$ cat src/rtl/overlay_pkg.sv
// Shared types and constants for the temperature overlay renderer.
package overlay_pkg;

  typedef enum logic [1:0] {StIdle, StShift, StStore, StCommit} conv_state_e;

  localparam int unsigned GLYPH_W = 5;
  localparam int unsigned GLYPH_H = 7;
  localparam int unsigned MARK_W  = 2;
  localparam int unsigned MARK_H  = 3;

  // Entry 0 is channel 0: red, blue, green, yellow.
  localparam logic [3:0][23:0] CH_COLOR = {24'hFFFF00, 24'h00FF00, 24'h0000FF, 24'hFF0000};

endpackage

$ cat src/rtl/overlay_font_rom.sv
// 5x7 decimal digit font; bit 4 of bits_o is the leftmost pixel, code 15 (and 10..14) is blank.
module overlay_font_rom (
  input  logic [3:0] digit_i,
  input  logic [2:0] row_i,
  output logic [4:0] bits_o
);

  logic [7:0][4:0] glyph;

  // Glyph rows are listed from row 7 (always empty) down to row 0.
  always_comb begin
    glyph = '0;
    unique case (digit_i)
      4'd0:    glyph = {5'h00, 5'h0E, 5'h11, 5'h19, 5'h15, 5'h13, 5'h11, 5'h0E};
      4'd1:    glyph = {5'h00, 5'h0E, 5'h04, 5'h04, 5'h04, 5'h04, 5'h0C, 5'h04};
      4'd2:    glyph = {5'h00, 5'h1F, 5'h10, 5'h10, 5'h0E, 5'h01, 5'h01, 5'h1E};
      4'd3:    glyph = {5'h00, 5'h0E, 5'h11, 5'h01, 5'h02, 5'h04, 5'h02, 5'h1F};
      4'd4:    glyph = {5'h00, 5'h02, 5'h02, 5'h1F, 5'h12, 5'h0A, 5'h06, 5'h02};
      4'd5:    glyph = {5'h00, 5'h0E, 5'h11, 5'h01, 5'h01, 5'h1E, 5'h10, 5'h1F};
      4'd6:    glyph = {5'h00, 5'h0E, 5'h11, 5'h11, 5'h1E, 5'h10, 5'h08, 5'h06};
      4'd7:    glyph = {5'h00, 5'h08, 5'h08, 5'h08, 5'h04, 5'h02, 5'h01, 5'h1F};
      4'd8:    glyph = {5'h00, 5'h0E, 5'h11, 5'h11, 5'h0E, 5'h11, 5'h11, 5'h0E};
      4'd9:    glyph = {5'h00, 5'h0C, 5'h02, 5'h01, 5'h0F, 5'h11, 5'h11, 5'h0E};
      default: glyph = '0;
    endcase
    bits_o = glyph[row_i];
  end

endmodule

$ cat src/rtl/temp_overlay_renderer.sv
// Renders NUM_CH decimal values as coloured digit glyphs; values are converted to BCD by a
// sequential shift-add-3 engine into a work bank and published to the display bank atomically.
// Optional macro TEMP_OVERLAY_BLINK_EN: blink channels whose value is >= ALARM_THR.
module temp_overlay_renderer
  import overlay_pkg::*;
#(
  parameter int unsigned NUM_CH      = 2,
  parameter int unsigned VAL_W       = 8,
  parameter int unsigned DIGITS      = 3,
  parameter int unsigned TEXT_ROW    = 5,
  parameter int unsigned COL0        = 6,
  parameter int unsigned CH_PITCH    = 30,
  parameter int unsigned DIGIT_PITCH = 6,
  parameter int unsigned ALARM_THR   = 40
) (
  input  logic                    clk,
  input  logic                    rst,
  input  logic [NUM_CH*VAL_W-1:0] val_in,
  input  logic                    val_load,
  output logic                    busy,
  input  logic                    frame_tick,
  input  logic                    pix_req,
  input  logic [10:0]             pixel_addr,
  output logic                    pix_valid,
  output logic [23:0]             pixel_data
);

  // Enough BCD digits to hold any VAL_W-bit value, and at least DIGITS.
  localparam int unsigned BCD_N = ((VAL_W + 2) / 3 > DIGITS) ? (VAL_W + 2) / 3 : DIGITS;
  localparam int unsigned CNT_W = $clog2(VAL_W + 1);

  conv_state_e state_q, state_d;
  logic do_load, do_shift, do_store, do_commit;

  logic [NUM_CH*VAL_W-1:0] que_q, pend_val_q, load_val, que_nxt;
  logic                    pend_q;
  logic [VAL_W-1:0]        sh_q;
  logic [BCD_N-1:0][3:0]   bcd_q, bcd_adj, bcd_nxt;
  logic [CNT_W-1:0]        cnt_q;
  logic [1:0]              ch_q;
  logic                    sat;
  logic [DIGITS-1:0][3:0]  st_dig;
  logic [NUM_CH-1:0][DIGITS-1:0][3:0] work_q, disp_q;

  // FSM state register.
  always_ff @(posedge clk) begin
    if (rst) state_q <= StIdle;
    else     state_q <= state_d;
  end

  // FSM next-state logic.
  always_comb begin
    state_d = state_q;
    unique case (state_q)
      StIdle:   if (val_load) state_d = StShift;
      StShift:  if (cnt_q == CNT_W'(VAL_W - 1)) state_d = StStore;
      StStore:  state_d = (ch_q == 2'(NUM_CH - 1)) ? StCommit : StShift;
      StCommit: state_d = (pend_q || val_load) ? StShift : StIdle;
      default:  state_d = StIdle;
    endcase
  end

  // FSM outputs; a load arriving during COMMIT is taken directly as the restart value.
  always_comb begin
    busy      = (state_q != StIdle);
    do_shift  = (state_q == StShift);
    do_store  = (state_q == StStore);
    do_commit = (state_q == StCommit);
    do_load   = ((state_q == StIdle) && val_load) || (do_commit && (pend_q || val_load));
    load_val  = ((state_q == StIdle) || val_load) ? val_in : pend_val_q;
  end

  // Shift-add-3 step, saturation detect and digit reorder (index 0 = most significant).
  always_comb begin
    for (int k = 0; k < BCD_N; k++) begin
      bcd_adj[k] = (bcd_q[k] >= 4'd5) ? bcd_q[k] + 4'd3 : bcd_q[k];
    end
    bcd_nxt[0] = {bcd_adj[0][2:0], sh_q[VAL_W-1]};
    for (int k = 1; k < BCD_N; k++) begin
      bcd_nxt[k] = {bcd_adj[k][2:0], bcd_adj[k-1][3]};
    end
    sat = 1'b0;
    for (int k = DIGITS; k < BCD_N; k++) begin
      sat = sat | (bcd_q[k] != 4'd0);
    end
    for (int d = 0; d < DIGITS; d++) begin
      st_dig[d] = sat ? 4'd9 : bcd_q[DIGITS-1-d];
    end
    que_nxt = que_q >> VAL_W;
  end

`ifdef TEMP_OVERLAY_BLINK_EN
  logic [NUM_CH*VAL_W-1:0] snap_q;
  logic [NUM_CH-1:0]       alarm_q;
  logic [4:0]              blink_cnt_q;

  // Frame counter and per-channel alarm flags taken from the committed snapshot.
  always_ff @(posedge clk) begin
    if (rst) begin
      snap_q      <= '0;
      alarm_q     <= '0;
      blink_cnt_q <= '0;
    end else begin
      if (frame_tick) blink_cnt_q <= blink_cnt_q + 5'd1;
      if (do_commit) begin
        for (int c = 0; c < NUM_CH; c++) begin
          alarm_q[c] <= (32'(snap_q[c*VAL_W +: VAL_W]) >= ALARM_THR);
        end
      end
      if (do_load) snap_q <= load_val;
    end
  end
`else
  localparam int unsigned unused_alarm_thr = ALARM_THR;
  logic unused_frame_tick;
  assign unused_frame_tick = frame_tick;
`endif

  // Conversion datapath, pending load capture and committed display bank.
  always_ff @(posedge clk) begin
    if (rst) begin
      que_q      <= '0;
      pend_val_q <= '0;
      pend_q     <= 1'b0;
      sh_q       <= '0;
      bcd_q      <= '0;
      cnt_q      <= '0;
      ch_q       <= '0;
      work_q     <= '0;
      disp_q     <= '0;
    end else begin
      if (val_load && (do_shift || do_store)) begin
        pend_val_q <= val_in;
        pend_q     <= 1'b1;
      end
      if (do_commit) begin
        pend_q <= 1'b0;
        disp_q <= work_q;
      end
      if (do_load) begin
        que_q <= load_val;
        sh_q  <= load_val[VAL_W-1:0];
        bcd_q <= '0;
        cnt_q <= '0;
        ch_q  <= '0;
      end else if (do_shift) begin
        bcd_q <= bcd_nxt;
        sh_q  <= sh_q << 1;
        cnt_q <= cnt_q + 1'b1;
      end else if (do_store) begin
        for (int c = 0; c < NUM_CH; c++) begin
          if (ch_q == 2'(c)) work_q[c] <= st_dig;
        end
        ch_q  <= ch_q + 2'd1;
        que_q <= que_nxt;
        sh_q  <= que_nxt[VAL_W-1:0];
        bcd_q <= '0;
        cnt_q <= '0;
      end
    end
  end

  int          row_i, col_i;
  logic        hit_d, mark_d, hide_d;
  logic [1:0]  ch_d;
  logic [3:0]  code_d;
  logic [2:0]  frow_d, xoff_d;

  // Pixel address decode against the committed bank, with leading-zero blanking.
  always_comb begin
    int   base;
    int   x0;
    logic lz;
    logic blank;
    row_i  = int'(pixel_addr[10:6]);
    col_i  = int'(pixel_addr[5:0]);
    hit_d  = 1'b0;
    mark_d = 1'b0;
    hide_d = 1'b0;
    ch_d   = '0;
    code_d = 4'hF;
    xoff_d = '0;
    frow_d = 3'(row_i - int'(TEXT_ROW));
    base   = 0;
    x0     = 0;
    lz     = 1'b1;
    blank  = 1'b0;
    for (int c = 0; c < NUM_CH; c++) begin
      base = int'(COL0) + c * int'(CH_PITCH);
      lz   = 1'b1;
      for (int d = 0; d < DIGITS; d++) begin
        x0    = base + d * int'(DIGIT_PITCH);
        blank = lz && (disp_q[c][d] == 4'd0) && (d != DIGITS - 1);
        lz    = lz && (disp_q[c][d] == 4'd0);
        if (row_i >= int'(TEXT_ROW) && row_i < int'(TEXT_ROW + GLYPH_H) &&
            col_i >= x0 && col_i < x0 + int'(GLYPH_W)) begin
          hit_d  = 1'b1;
          ch_d   = 2'(c);
          code_d = blank ? 4'hF : disp_q[c][d];
          xoff_d = 3'(col_i - x0);
`ifdef TEMP_OVERLAY_BLINK_EN
          hide_d = blink_cnt_q[4] & alarm_q[c];
`endif
        end
      end
      x0 = base + int'(DIGITS * DIGIT_PITCH);
      if (row_i >= int'(TEXT_ROW) && row_i < int'(TEXT_ROW + MARK_H) &&
          col_i >= x0 && col_i < x0 + int'(MARK_W)) begin
        hit_d  = 1'b1;
        mark_d = 1'b1;
        ch_d   = 2'(c);
`ifdef TEMP_OVERLAY_BLINK_EN
        hide_d = blink_cnt_q[4] & alarm_q[c];
`endif
      end
    end
  end

  logic       s1_valid, s1_hit, s1_mark;
  logic [1:0] s1_ch;
  logic [3:0] s1_code;
  logic [2:0] s1_frow, s1_xoff;
  logic [4:0] font_bits;
  logic       pix_on;

  // Stage 1: register the decoded glyph position and font row.
  always_ff @(posedge clk) begin
    if (rst) begin
      s1_valid <= 1'b0;
      s1_hit   <= 1'b0;
      s1_mark  <= 1'b0;
      s1_ch    <= '0;
      s1_code  <= 4'hF;
      s1_frow  <= '0;
      s1_xoff  <= '0;
    end else begin
      s1_valid <= pix_req;
      s1_hit   <= pix_req & hit_d & ~hide_d;
      s1_mark  <= mark_d;
      s1_ch    <= ch_d;
      s1_code  <= code_d;
      s1_frow  <= frow_d;
      s1_xoff  <= xoff_d;
    end
  end

  overlay_font_rom u_font (
    .digit_i (s1_code),
    .row_i   (s1_frow),
    .bits_o  (font_bits)
  );

  assign pix_on = s1_hit & (s1_mark | font_bits[3'd4 - s1_xoff]);

  // Stage 2: register the final colour.
  always_ff @(posedge clk) begin
    if (rst) begin
      pix_valid  <= 1'b0;
      pixel_data <= 24'h000000;
    end else begin
      pix_valid  <= s1_valid;
      pixel_data <= pix_on ? CH_COLOR[s1_ch] : 24'h000000;
    end
  end

endmodule

$ cat config.mk
export PLATFORM = sky130hd
export DESIGN_NAME = temp_overlay_renderer
export DESIGN_NICKNAME = d
export VERILOG_FILES = /design/src/rtl/overlay_pkg.sv /design/src/rtl/overlay_font_rom.sv /design/src/rtl/temp_overlay_renderer.sv
export SDC_FILE = /design/constraint.sdc
export NUM_CORES = 1
export LEC_CHECK = 0
export CORE_MARGIN = 5
export CORE_UTILIZATION = 30
export DETAILED_ROUTE_END_ITERATION = 10
export PLACE_DENSITY = 0.59
export SYNTH_ARGS = -nofsm -noshare
export SYNTH_HDL_FRONTEND = slang
export SYNTH_HIERARCHICAL = 1
export SYNTH_SLANG_ARGS = --single-unit
$ cat constraint.sdc
create_clock -name clk -period 3.3 [get_ports clk]
set_input_delay 0.825 -clock clk [delete_from_list [all_inputs] [get_ports clk]]
set_output_delay 0.825 -clock clk [all_outputs]
set_load 0.02 [all_outputs]
After elaboration in Yosys (flattened, before gate mapping) --
Memories as Yosys holds them, arrays and structs flattened. A register that Yosys moved wholly into a read port is not among the register bits. Index checks and enable logic that the tools add are counted.
Word-level totals: register bits 145, bits in read-only memories 560, input bits 32, output and inout port bits 26, memories kept 1
Memories:
- (name not given) | words 16, width 35, rd ports 1, clocked after memory_dff 1, wr ports 0, RTL line overlay_font_rom.sv:13 | unique case (digit_i)
Cells by class: add/subtract/negate cells 13, order comparisons 25, eq/ne operators 8, muxes and demuxes 56, bitwise gates (word level) 6, reduce and logical (&&, ||, !) cells 46
Operators by type and width (number):
- $mux 16 | 4
- $mux 4 | 15
- $bmux 24 s2 | 1
- $ge 6x6->1 const B | 4
- $lt 6x6->1 const B | 4
- $mux 12 | 2
- $mux 24 | 1
- $mux 8 | 3
- $logic_and 1x1->1 | 23
- $mux 3 | 7
- $lt 6x5->1 const B | 3
- $logic_not 4->1 | 4
- $mux 1 | 16
- $bmux 5 s3 | 1
- $ge 4x3->1 const B | 3
- $ge 6x5->1 const B | 2
- $sub 3x3->3 const B | 4
- $lt 5x4->1 const B | 2
- $add 4x2->4 const B | 2
- $lt 3x4->1 const B | 2
- $pmux 2 s4 | 1
- $reduce_and 4->1 | 2
- $ge 6x3->1 const B | 1
- $ge 6x4->1 const B | 1
- other kinds (27) | 46

Depth between registers and ports, before layout --
word-level depth 13, gate-level depth with buffers 13

By module --
The synthesis kept the hierarchy.
By module, submodules not included:
- temp_overlay_renderer | times used 1, cells an instance 722, area an instance 5769.3 um2, seq. area each 2362.3 um2
- overlay_font_rom | times used 1, cells an instance 123, area an instance 800.8 um2, seq. area each 0.0 um2

Least setup slack after synthesis --
No wires, ideal clock.
path type input to register, from in pixel_addr[2], to reg s1_code[3] (netlist name), setup time 0.120 ns, arrival time 2.629 ns, required time 3.180 ns, path slack 0.551 ns, stages on the path 9, path through clkbuf_1 inv_1 ha_1 nand2b_1 a211oi_2 or4b_4 a41oi_2 o31ai_1 a211o_1
RTL lines:
- from (decl) | RTL line temp_overlay_renderer.sv:23 | input logic [10:0] pixel_addr,

==> run_results.csv <==
group,metric,value,unit
critical_path,max_stage_delay,0.48,ns
power_and_ir_drop,p_leak,2.861,nW
placed_design,detailed_place_hpwl,10.89,mm
critical_path,worstPathCellList,"inv_1, ha_1, and2_1, nor3_1, a2111oi_2, nor3b_1, a31oi_1, mux4_2, nor2_1, a21oi_1, o211ai_1, nor2_1",
clocking,cts_resized,0,
clocking,numCtsBuffers,17,
die,die_x,158.0,um
logic_synthesis,synth_warnings,6,
logic_synthesis,syn_inst,845,
power_and_ir_drop,power.density,571.3,nW/um^2
drt,wire_per_inst,13.49,um
logic_synthesis,yosys.area.top_type_share,0.3596,
die,die_y,158.0,um
die,initial_utilization,0.3029,
layout,final_common_cell,"nand2_1",
power_and_ir_drop,p_int,0.003004,W
layout,n_antenna_cell,0,
drt,drc,0,
die,dieArea,24960,sq um
critical_path,crit_path_end_kind,"flop",
drt,routed_wl,15.76,mm
critical_path,critical-path-slowest-cell,"dfxtp_1",
sta,slew_viol_final,0,
global_route,grt-ovfl-total,0,
clocking,insertion_delay,0.41,ns
placed_design,place_congestion,0.8483,
critical_path,path_depth,12,
power_and_ir_drop,clkPwrFrac,0.406,
sta,max_freq,349.5,MHz
sta,worst_pin_slew,0.7017,ns
power_and_ir_drop,power,0.004486,W
critical_path,reg2reg_depth,12,
critical_path,cp_max_fo,8,
logic_synthesis,ys.flop_type,"dfxtp_1",
placed_design,io_buffers,48,
sta,slew_headroom,0.5322,
layout,layout_common_cells,"nand2_1 (135), dfxtp_1 (118), a21oi_1 (102)",
global_route,grtUsageTotal,0.1288,
logic_synthesis,synth_seq_cells,118,
clocking,cts_setup_buffers,0,
drt,vias,5849,
clocking,clk_path_buf_depth,2,
critical_path,critPathKind,"flop to flop",
sta,hold_viol,0,
power_and_ir_drop,p_sw,0.001482,W
clocking,clk_pin_slew,0.06,ns
sta,setup_viol,0,
sta,fin_crit,2.861,ns
logic_synthesis,ys_async_sr_fraction,0,
global_route,grt_pass1_wl,26.50,mm
run,maxCapViolations,0,
clocking,root_buffer,"clkbuf_16",
die,rows,54,
clocking,clkSinkCount,118,
worst_hold_path,hold_depth,1,
logic_synthesis,synth_area,6570,sq um
logic_synthesis,avgSynthCellArea,7.775,sq um
power_and_ir_drop,pwr-share-comb,0.230,
critical_path,start_kind,"flop",
global_route,grt_max_degree,96,
clocking,postCtsHoldBufs,0,
worst_hold_path,hold_class,"flop to flop",
drt,viasPerCell,5.008,
layout,drive_above_1_share,0.09009,
logic_synthesis,synthTopCellsByArea,"dfxtp_1 (36%), a21oi_1 (7.8%), nand2_1 (7.7%), nor2_1 (5.2%), ha_1 (4.8%)",
global_route,antenna_found_initial,0,
power_and_ir_drop,p_sw_frac,0.3303,
critical_path,path_common_cell,"nor2_1",
logic_synthesis,synth_cell_types,67,
die,pin_count,58,
status,status,"finished, final reports clean",
sta,finalClockSkew,0.01052,ns
global_route,grt_pass1_vias,5388,
logic_synthesis,synth_edf_count,0,
critical_path,path_buf_inv,1,
drt,initialDrtViolationCount,338,
sta,period_share,0.8671,
critical_path,path_delay_family,"simple AND/OR/NAND/NOR gates",
clocking,h-tree-depth,4,
critical_path,rrSetupSlack,0.44,ns
layout,syn_to_final_growth,19.52,%
sta,tns,0,ns
clocking,cts_tree,"built",
logic_synthesis,synth_area_leader_cell,"dfxtp_1",
sta,rsz0062_at_grt,"no",
layout,n_fill_cell,2210,
drt,dr.pass1.iters,5,
drt,drtAntennaViolNets,0,
power_and_ir_drop,power_frac_seq,0.364,
die,core_area,21690,sq um
power_and_ir_drop,vdd_ir_drop_max,0.3115,mV
critical_path,worst_ep_arrival_time,3.16,ns
layout,nNetsFinal,932,
logic_synthesis,ys_seq_area_frac,0.3596,
critical_path,required,3.60,ns
-- final timing paths --
kind                    from        endpoint
hold / removal      s1_ch[0]  pixel_data[22]
setup reg to reg  s1_code[0]  pixel_data[22]
hold reg to reg     s1_ch[0]  pixel_data[22]
setup / recovery  s1_code[0]  pixel_data[22]
-- through the flow --
stage	cell area (sq um)	utilization	hold WS, ns	setup WS, ns	cells
CTS	7853	0.3621	0.4264	0.4154	1168
global placement	7272	0.3353	0.4130	0.1045	1136
global route	7853	0.3621	0.4314	0.2513	1168
detailed placement	7272	0.3353	0.4215	0.1113	1136
floorplan	6596	-	0.3925	0.5509	852
finish	7853	0.3621	0.4208	0.4387	1168
-- power by group through the flow --
stage	clock network (W)	registers, W	logic, W
floorplan	0	0.00163	0.000773
global placement	0	0.00166	0.00103
detailed placement	0	0.00166	0.00103
CTS	0.00185	0.00163	0.00104
global route	0.00193	0.00165	0.00117
finish	0.00182	0.00163	0.00103
-- registers in the layout, indices dropped and copies added, names as in the netlist, 3 cells and up --
signal      cells
sh_q            8
que_q           8
work_q         24
bcd_q          12
s1_frow         3
s1_xoff         3
s1_code         4
pend_val_q     16
disp_q         24
cnt_q           4
-- routing by layer --
layer  up-vias  part of all wire  track usage
li1       2982                 -            -
met1      2728              0.48       0.1740
met2       123              0.46       0.2057
met3        16             0.048      0.03116
met4         0             0.012      0.03656
met5         -                 0            0
-- cells by family (layout without fill, tap and decap cells) --
logic type,count (synthesis),count (layout),share of synthesized area
compound gates,220,220,0.2160
xor+xnor,10,10,0.01333
fa+ha+maj,25,25,0.04761
buf+inv,106,142,0.07960
flops,118,118,0.3596
mux,31,31,0.04913
other cells,1,8,0.0005708
simple gates,334,334,0.2342
-- area by class of cell --
class	count	area, sq um	share of cell area
multi-input combinational	628	3711	0.4726
sequential	118	2362	0.3008
timing repair buffer	82	743.2	0.09465
clock buffer	17	425.4	0.05417
tap	280	350.3	0.04461
clock inverter	15	155.1	0.01976
inverter	28	105.1	0.01338
-- cell usage after synthesis, types with 4 or more instances --
cell type and instances:
and2_1 5, nor3b_1 4, nand3_1 13, nand2b_1 19, or4b_1 4, a211oi_1 12, a311oi_1 10, nand2_1 135
nor2b_1 18, o211a_1 5, and3_1 4, o31ai_1 5, o21ai_0 24, xor2_1 5, a32oi_1 4, o211ai_1 4
a2bb2oi_1 6, ha_1 25, o21ai_1 6, dfxtp_1 118, a21oi_1 102, mux2i_1 30, xnor2_1 5, nor3_1 16
o221ai_1 5, nor2_1 91, inv_1 27, buf_4 26, buf_1 4, buf_2 10, or3_1 4, clkbuf_1 36
a31oi_1 9, o21a_1 5
(Power assumes the default switching activity.)
